## config.mk

```make
export PLATFORM = sky130hd
export DESIGN_NAME = rgb565_bf16_sequencer
export DESIGN_NICKNAME = d
export VERILOG_FILES = /design/src/rtl/pd_pkg.sv /design/src/rtl/fp_lut6.sv /design/src/rtl/rgb565_bf16_sequencer.sv
export SDC_FILE = /design/constraint.sdc
export NUM_CORES = 1
export LEC_CHECK = 0
export CAP_MARGIN = 5
export CELL_PAD_IN_SITES_DETAIL_PLACEMENT = 0
export CELL_PAD_IN_SITES_GLOBAL_PLACEMENT = 1
export CORE_UTILIZATION = 47
export DETAILED_ROUTE_END_ITERATION = 8
export DONT_BUFFER_PORTS = 1
export PLACE_DENSITY = 0.87
export SLEW_MARGIN = 10
export SYNTH_ARGS = -nofsm -noshare
export SYNTH_HDL_FRONTEND = slang
export SYNTH_SLANG_ARGS = --single-unit
```

## constraint.sdc

```tcl
create_clock -name clk -period 2.7 [get_ports clk]
set_input_delay 0.405 -clock clk [delete_from_list [all_inputs] [get_ports clk]]
set_output_delay 0.405 -clock clk [all_outputs]
set_load 0.01 [all_outputs]
```

## src/rtl/pd_pkg.sv

```systemverilog
// Shared definitions for the RGB565 -> BFLOAT16 pixel sequencer.
//   chan_t      : channel tag carried on out_chan (R, G, B)
//   seq_state_t : sequencer state, naming the channel currently presented
//   *_MSB/*_LSB : RGB565 field positions inside a 16-bit pixel
package pd_pkg;

  typedef enum logic [1:0] {
    CH_R = 2'd0,
    CH_G = 2'd1,
    CH_B = 2'd2
  } chan_t;

  typedef enum logic [1:0] {
    ST_IDLE = 2'd0,
    ST_CH_R = 2'd1,
    ST_CH_G = 2'd2,
    ST_CH_B = 2'd3
  } seq_state_t;

  localparam int R_MSB = 15;
  localparam int R_LSB = 11;
  localparam int G_MSB = 10;
  localparam int G_LSB = 5;
  localparam int B_MSB = 4;
  localparam int B_LSB = 0;

endpackage

```

## src/rtl/fp_lut6.sv

```systemverilog
// Combinational 6-bit code to BFLOAT16 conversion.
// Returns the BFLOAT16 encoding of addr*4, so the full 0..63 code range
// maps onto 0.0 .. 252.0. Every result is exactly representable.
//   addr : 6-bit input code
//   data : BFLOAT16 value of addr*4 (16'h0000 for addr == 0)
module fp_lut6 (
  input  logic [5:0]  addr,
  output logic [15:0] data
);

  logic [2:0] msb;
  logic [6:0] mant;
  logic [7:0] expo;

  always_comb begin
    msb = 3'd0;
    for (int i = 0; i < 6; i++) begin
      if (addr[i]) msb = 3'(i);
    end
    // The leading one lands on bit 7 and falls off the 7-bit result,
    // leaving only the fraction bits left-aligned.
    mant = {1'b0, addr} << (3'd7 - msb);
    // Unbiased exponent is msb + 2 (the x4 scale), bias 127.
    expo = 8'd129 + {5'd0, msb};
    data = (addr == 6'd0) ? 16'h0000 : {1'b0, expo, mant};
  end

endmodule

```

## src/rtl/rgb565_bf16_sequencer.sv

```systemverilog
// Streams RGB565 pixels out as three BFLOAT16 channel words (R, G, B)
// using one shared fp_lut6, with a per-frame pixel counter.
//   clk, reset_n     : clock, asynchronous active-low reset
//   clear            : synchronous flush of pending pixel and frame count
//   in_valid/in_ready/in_pixel : pixel input handshake
//   out_valid/out_ready/out_data/out_chan/out_last : channel word output
//   pix_count        : pixels accepted in the current frame
//
// state   | meaning
// IDLE    | nothing presented, ready for a pixel
// CH_R    | R word of the held pixel presented
// CH_G    | G word presented
// CH_B    | B word presented, next pixel may be accepted alongside
module rgb565_bf16_sequencer
  import pd_pkg::*;
#(
  parameter int FRAME_PIXELS = 784,
  parameter int CNT_W        = 16
) (
  input  logic             clk,
  input  logic             reset_n,
  input  logic             clear,
  input  logic             in_valid,
  input  logic [15:0]      in_pixel,
  output logic             in_ready,
  output logic             out_valid,
  output logic [15:0]      out_data,
  output logic [1:0]       out_chan,
  output logic             out_last,
  input  logic             out_ready,
  output logic [CNT_W-1:0] pix_count
);

  seq_state_t  state;
  // R is converted directly from in_pixel on accept, so only G and B are held.
  logic [10:0] pix_reg;
  logic        last_pix;
  logic [5:0]  lut_addr;
  logic [15:0] lut_data;
  logic        accept;
  logic        out_hs;
  logic        at_last;

  assign in_ready = !clear && (state == ST_IDLE || (state == ST_CH_B && out_ready));
  assign accept   = in_valid && in_ready;
  assign out_hs   = out_valid && out_ready;
  assign at_last  = (pix_count == CNT_W'(FRAME_PIXELS - 1));

  always_comb begin
    lut_addr = 6'd0;
    if (accept)
      lut_addr = {in_pixel[R_MSB:R_LSB], 1'b0};
    else if (state == ST_CH_R)
      lut_addr = pix_reg[G_MSB:G_LSB];
    else if (state == ST_CH_G)
      lut_addr = {pix_reg[B_MSB:B_LSB], 1'b0};
  end

  fp_lut6 u_lut (
    .addr (lut_addr),
    .data (lut_data)
  );

  always_ff @(posedge clk or negedge reset_n) begin
    if (!reset_n) begin
      state     <= ST_IDLE;
      out_valid <= 1'b0;
      out_data  <= 16'h0000;
      out_chan  <= CH_R;
      out_last  <= 1'b0;
      pix_count <= '0;
      pix_reg   <= '0;
      last_pix  <= 1'b0;
    end else if (clear) begin
      state     <= ST_IDLE;
      out_valid <= 1'b0;
      out_data  <= 16'h0000;
      out_chan  <= CH_R;
      out_last  <= 1'b0;
      pix_count <= '0;
      last_pix  <= 1'b0;
    end else begin
      if (accept) begin
        pix_reg   <= in_pixel[10:0];
        last_pix  <= at_last;
        pix_count <= at_last ? '0 : pix_count + 1'b1;
      end
      case (state)
        ST_IDLE: begin
          if (accept) begin
            state     <= ST_CH_R;
            out_valid <= 1'b1;
            out_data  <= lut_data;
            out_chan  <= CH_R;
            out_last  <= 1'b0;
          end
        end
        ST_CH_R: begin
          if (out_hs) begin
            state    <= ST_CH_G;
            out_data <= lut_data;
            out_chan <= CH_G;
          end
        end
        ST_CH_G: begin
          if (out_hs) begin
            state    <= ST_CH_B;
            out_data <= lut_data;
            out_chan <= CH_B;
            out_last <= last_pix;
          end
        end
        ST_CH_B: begin
          if (accept) begin
            state     <= ST_CH_R;
            out_valid <= 1'b1;
            out_data  <= lut_data;
            out_chan  <= CH_R;
            out_last  <= 1'b0;
          end else if (out_hs) begin
            state     <= ST_IDLE;
            out_valid <= 1'b0;
            out_data  <= 16'h0000;
            out_chan  <= CH_R;
            out_last  <= 1'b0;
          end
        end
        default: begin
          state     <= ST_IDLE;
          out_valid <= 1'b0;
          out_data  <= 16'h0000;
          out_chan  <= CH_R;
          out_last  <= 1'b0;
        end
      endcase
    end
  end

endmodule

```

Word level (Yosys, flattened, before mapping)
Cells that the tools add are included.
{ "op_classes": {"add_sub_neg": 3, "eq_ne": 9, "n_shift": 1, "mux": 42, "bitwise_logic": 1, "reduce_logical": 17} }
{ "op_table": {"columns": ["op", "n"], "rows": [
  ["$mux W16", 8],
  ["$pmux W16 S3", 1],
  ["$mux W2", 12],
  ["$mux W6", 3],
  ["$add A16 B1 Y16 const B", 1],
  ["$eq A16 B10 Y1 const B", 1],
  ["$pmux W2 S4", 2],
  ["$mux W15", 1],
  ["$mux W1", 11],
  ["$ne A3 B3 Y1 const B", 3],
  ["$add A8 B3 Y8 const A", 1],
  ["$reduce_and A4 Y1", 2],
  ["$shl A6 B3 Y7", 1],
  ["$logic_not A6 Y1", 1],
  ["$mux W3", 2],
  ["$reduce_and A3 Y1", 2],
  ["$eq A2 B2 Y1 const B", 2],
  ["$logic_and A1 B1 Y1", 4],
  ["$ne A4 B4 Y1 const B", 1],
  ["$reduce_bool A4 Y1", 1],
  ["$ne A3 B1 Y1 const B", 1],
  ["$pmux W1 S3", 1],
  ["$reduce_bool A3 Y1", 1],
  ["$sub A3 B3 Y3 const A", 1],
  ["other kinds (9)", 9]
]} }
{ "totals": {"ff_bits": 50, "in_bits": 21, "elab_cells": 81} }

Longest topological paths before layout
{ "logic_depth": {"depth_word": 17, "mapped_depth": 11, "ltp_nobuf": 9} }

Hierarchy
Synthesis repeated with hierarchy kept, for this count alone.
{ "unflattened": {"cells_unflattened": 297, "area_unflattened_um2": 2974.1} }
{ "by_module_without_submodules": {"columns": ["mod", "instances", "cells_per_inst", "area_each_um2", "seq_area_each_um2"], "rows": [
  ["rgb565_bf16_sequencer", 1, 258, 2718.9, 1251.2],
  ["fp_lut6", 1, 39, 255.2, 0.0]
]} }

Least setup slack after synthesis
No wires, ideal clock.
{ "synth_timing": {"kind": "register to register", "start": "register state[0]", "end": "register out_data[8]", "arrival_ns": 1.981, "required_ns": 2.579, "path_slack_ns": 0.598, "path_stages_with_launch": 10, "cell_sequence": "dfrtp_1 -> inv_1 -> ha_1 -> a21o_2 -> and2_4 -> buf_8 -> buf_4 -> o21ai_0 -> ha_1 -> a22o_1"} }
{ "synth_via": {"elab_chain_len": 16} }
{ "synth_lines": {"columns": ["item", "line", "source"], "rows": [
  ["start, declared", "rgb565_bf16_sequencer.sv:34", "seq_state_t state;"],
  ["start signal, assigned", "rgb565_bf16_sequencer.sv:66", "state <= ST_IDLE;"],
  ["start signal, assigned", "rgb565_bf16_sequencer.sv:75", "state <= ST_IDLE;"],
  ["start signal, assigned", "rgb565_bf16_sequencer.sv:91", "state <= ST_CH_R;"],
  ["$eq A2 B2 Y1", "rgb565_bf16_sequencer.sv:44, rgb565_bf16_sequencer.sv:88", null],
  ["$logic_and A1 B1 Y1", "rgb565_bf16_sequencer.sv:44", "assign in_ready = !clear && (state == ST_IDLE || (state == ST_CH_B && out_ready));"],
  ["$logic_or A1 B1 Y1", "rgb565_bf16_sequencer.sv:44", null],
  ["$logic_and A1 B1 Y1", "rgb565_bf16_sequencer.sv:44", null],
  ["$logic_and A1 B1 Y1", "rgb565_bf16_sequencer.sv:45", "assign accept = in_valid && in_ready;"],
  ["$mux W6", "rgb565_bf16_sequencer.sv:51", "if (accept)"],
  ["$mux W1", "fp_lut6.sv:18", "if (addr[i]) msb = 3'(i);"],
  ["$mux W2 (2 in a row)", "fp_lut6.sv:18", null],
  ["$mux W3 (2 in a row)", "fp_lut6.sv:18", null],
  ["$add A8 B3 Y8", "fp_lut6.sv:24", "expo = 8'd129 + {5'd0, msb};"],
  ["$mux W15", "fp_lut6.sv:25", "data = (addr == 6'd0) ? 16'h0000 : {1'b0, expo, mant};"],
  ["$mux W16, on equally long branches", null, null],
  ["$pmux W16 S3", "rgb565_bf16_sequencer.sv:88", "case (state)"],
  ["$mux W16", "rgb565_bf16_sequencer.sv:74", "end else if (clear) begin"],
  ["end signal, assigned", "rgb565_bf16_sequencer.sv:93", "out_data <= lut_data;"],
  ["end signal, assigned", "rgb565_bf16_sequencer.sv:101", "out_data <= lut_data;"],
  ["end signal, assigned", "rgb565_bf16_sequencer.sv:117", "out_data <= lut_data;"],
  ["end, declared", "rgb565_bf16_sequencer.sv:27", "output logic [15:0] out_data,"]
]} }
Parallel ways exist; a longest one is shown, timed or not. The select of a mux whose other input is x is not followed.
A chain may end at the register's enable or synchronous reset.

Worst setup path after layout
{ "layout_timing": {"start": "register state[0]", "end": "register out_data[3]"} }
{ "layout_via": {"elab_chain_len": 17} }
{ "layout_lines": {"columns": ["item", "line", "source"], "rows": [
  ["$eq A2 B2 Y1", "rgb565_bf16_sequencer.sv:44, rgb565_bf16_sequencer.sv:88", null],
  ["$logic_and A1 B1 Y1", "rgb565_bf16_sequencer.sv:44", null],
  ["$logic_or A1 B1 Y1", "rgb565_bf16_sequencer.sv:44", null],
  ["$logic_and A1 B1 Y1", "rgb565_bf16_sequencer.sv:44", null],
  ["$logic_and A1 B1 Y1", "rgb565_bf16_sequencer.sv:45", null],
  ["$mux W6", "rgb565_bf16_sequencer.sv:51", null],
  ["$mux W1", "fp_lut6.sv:18", null],
  ["$mux W2 (2 in a row)", "fp_lut6.sv:18", null],
  ["$mux W3 (2 in a row)", "fp_lut6.sv:18", null],
  ["$sub A3 B3 Y3", "fp_lut6.sv:22", "mant = {1'b0, addr} << (3'd7 - msb);"],
  ["$shl A6 B3 Y7", "fp_lut6.sv:22", null],
  ["$mux W15", "fp_lut6.sv:25", null],
  ["$mux W16, on equally long branches", null, null],
  ["$pmux W16 S3", "rgb565_bf16_sequencer.sv:88", null],
  ["$mux W16", "rgb565_bf16_sequencer.sv:74", null]
]} }
Parallel ways exist; a longest one is shown, timed or not. The select of a mux whose other input is x is not followed.

==> run metrics <==
outcome=finished, final reports clean; vias in the first global route=2294; Yosys top cell area share=0.410; setup ws final=311 ps; Setup WS pre-CTS=212 ps; Area Overhead vs Synth=4.86%; actual slew at the worst max-slew pin=981 ps; WS Path Type=reg -> reg; RSZ-0062 raised after global routing=no; power after layout=2560 µW; Reg2Reg Depth=9; Power Density=871 mW/mm²; Critical Path Sink=out_data[3]; global-route wire length before repair=11100 µm; total congestion overflow=0; minimum clock period=2390 ps; slowest CP cell=dfrtp_1; post-synth top area cell=dfrtp_1; Critical Path Start=state[0]; DR pass1 iterations=4; leak pwr=0.00131 µW; worst reg2reg path endpoint=out_data[3]; Post-synth EDFFs=0; biggest cell delay along the critical path=390 ps; Hold Violations, Final=0; clk sinks=46; die area=0.00629 mm²; placer congestion estimate=0.818; final net count=346; highest clock rate=0.419 GHz; period utilization=0.885; Synth cell types=59; WL final=6240 µm; Arr. time, crit path=2580 ps; DR vias/cell=5.89; Hold Path Class=in -> reg; Finished Core Util=0.522; clk slew on worst S/H paths=80 ps; mean area per synthesized cell=8.70 µm²; Residual DRC=0; vias after detailed routing=2308; ys flop type=dfrtp_1; Core ar.=0.00564 mm²; num ports=58; std cell rows=27; Cell Area, Synth=0.00281 mm²; Root Buffer=clkbuf_8; clock buffer count from CTS=5; relative slew slack=0.346; CP Capture Type=register; flip-flop count of the largest register, all copies and words added=16; Crit path top cell by count=and3_1; worst endpoint required time=2890 ps; fraction of registers with async set/reset=1.00; Starting Density=0.498; Area contributors post-synth=dfrtp_1 (41%), nand2_1 (8.6%), o21ai_0 (5.2%); worst-path fanout max=16; Tot GR Track Use=0.225; clock buffer depth=2; crit start category=register; initial DRC count=163; Setup Total Neg Slack=0 ps; Synth Instances=323; Yosys reg bits=46; crit-path cells=inv_1 -> ha_1 -> a21o_2 -> nand2_1 -> buf_4 -> and3_1 -> o21ai_0 -> and3_1 -> o41ai_2; TritonCTS clock tree=built; Setup Skew=5.73 ps; initial antenna violation count=0; DIE WIDTH=79.3 µm; post-synthesis sequential area ratio=0.410; largest net degree at the start of global routing=47; H-tree depth=2; Detail Route Antenna Nets=0; die span in y=79.3 µm; maxcap violations=0; DP Wirelength=4310 µm; Ys Warns=0; Clk Latency, worst-skew pair=300 ps; R2R Setup Slk=310 ps; launching point of the worst reg2reg path=state[0]; hold path start=clear; post-DR wirelength/cell=15.9 µm; maximum VDD drop=0.000468 V; share of cells above drive strength 1=0.119; Final setup viols=0; Pins Over Slew Limit=0; number of port buffers=0; Inserted Diodes=0
-- cells in the final DEF (no fill, tap or decap), types with 4 or more instances in the layout --
master	n
nand2_1	64
and2_1	4
nand2b_1	9
o31ai_1	9
inv_1	6
o21ai_0	29
o21ai_2	4
buf_4	5
dfrtp_1	46
ha_1	4
nand3_1	8
nor2_1	18
and3_1	7
nor3_1	8
conb_1	4
a31oi_1	8
a21oi_1	11
o21ai_1	13
nor2b_1	4
clkbuf_8	6
-- report_power, final --
group	internal, µW	total (µW)	leakage (µW)	switching (µW)
Sequential	847	1030	0.000617	182
Combinational	445	1090	0.000647	650
Clock	207	440	0.0000482	233
Total	1500	2560	0.00131	1070
-- worst min-delay path by stage --
stage / cells past startpoint / to
after global placement: 0 / pix_reg[7]
after floorplan: 0 / last_pix
after global routing: 1 / pix_count[2]
final: 1 / out_last
after CTS: 1 / out_last
after detailed placement: 0 / pix_reg[7]
-- worst max-delay path, delay by kind of cell (launching register included) --
kind                       cells  cell delay [ps]
AOI/OAI and AO/OA              3              690
and+or+nand+nor                3              530
DFF                            1              390
buffers and inverters          2              360
adders and majority gates      1              310
-- metrics by stage --
step / std cells / hold WS (ps) / instance area [µm²]
3_3_place_gp: 382 / 111 / 2810
3_5_place_dp: 382 / 111 / 2810
2_1_floorplan: 326 / 109 / 2820
4_1_cts: 392 / 146 / 2940
6_report: 392 / 161 / 2950
5_1_grt: 392 / 143 / 2950
-- metal layers --
metal  vias to the layer above  wire length [µm]  GRT usage
li1                       1129                 -          -
met4                         0                70     0.0745
met3                         7               405     0.0494
met2                        71              2810      0.350
met1                      1101              2950      0.309
met5                         -                 0          0
-- Yosys cell counts (all sizes together), types with 5 or more instances --
library cell / count
nor3: 8
buf: 18
inv: 6
nor2: 19
nand2: 64
and3: 8
nand3: 8
dfrtp: 46
and2: 6
o21ai: 46
a21oi: 12
ha: 6
nand2b: 9
a31oi: 10
o31ai: 9
nor2b: 5
-- logic make-up after synthesis --
| logic type | Yosys count | synth area share |
|---|---|---|
| AO/OA/AOI/OAI | 99 | 0.247 |
| XOR/XNOR | 2 | 0.00624 |
| adder cells (fa/ha/maj) | 6 | 0.0267 |
| buffers and inverters | 27 | 0.0575 |
| flip-flops | 46 | 0.410 |
| multiplexers | 2 | 0.00891 |
| other | 1 | 0.00134 |
| AND/OR/NAND/NOR | 140 | 0.242 |
-- area by class of cell --
class                   instances  area [µm²]
well taps                      72        90.1
repair buffers                  7        75.1
clock inverters                 1        5.00
flip-flops and latches         46        1150
fillers                       547        2700
multi-input cells             253        1520
inverters                       6        22.5
clock buffers                   7        86.3
-- timing repair --
action | CTS | global route
endpoints found under the hold margin | 46 | 0
hold buffers | 2 | 0
setup buffers | 0 | 0
gates resized for setup | 0 | 3
endpoints found under the setup margin | 0 | 5
No activity file was read; power rests on OpenSTA's default activity.
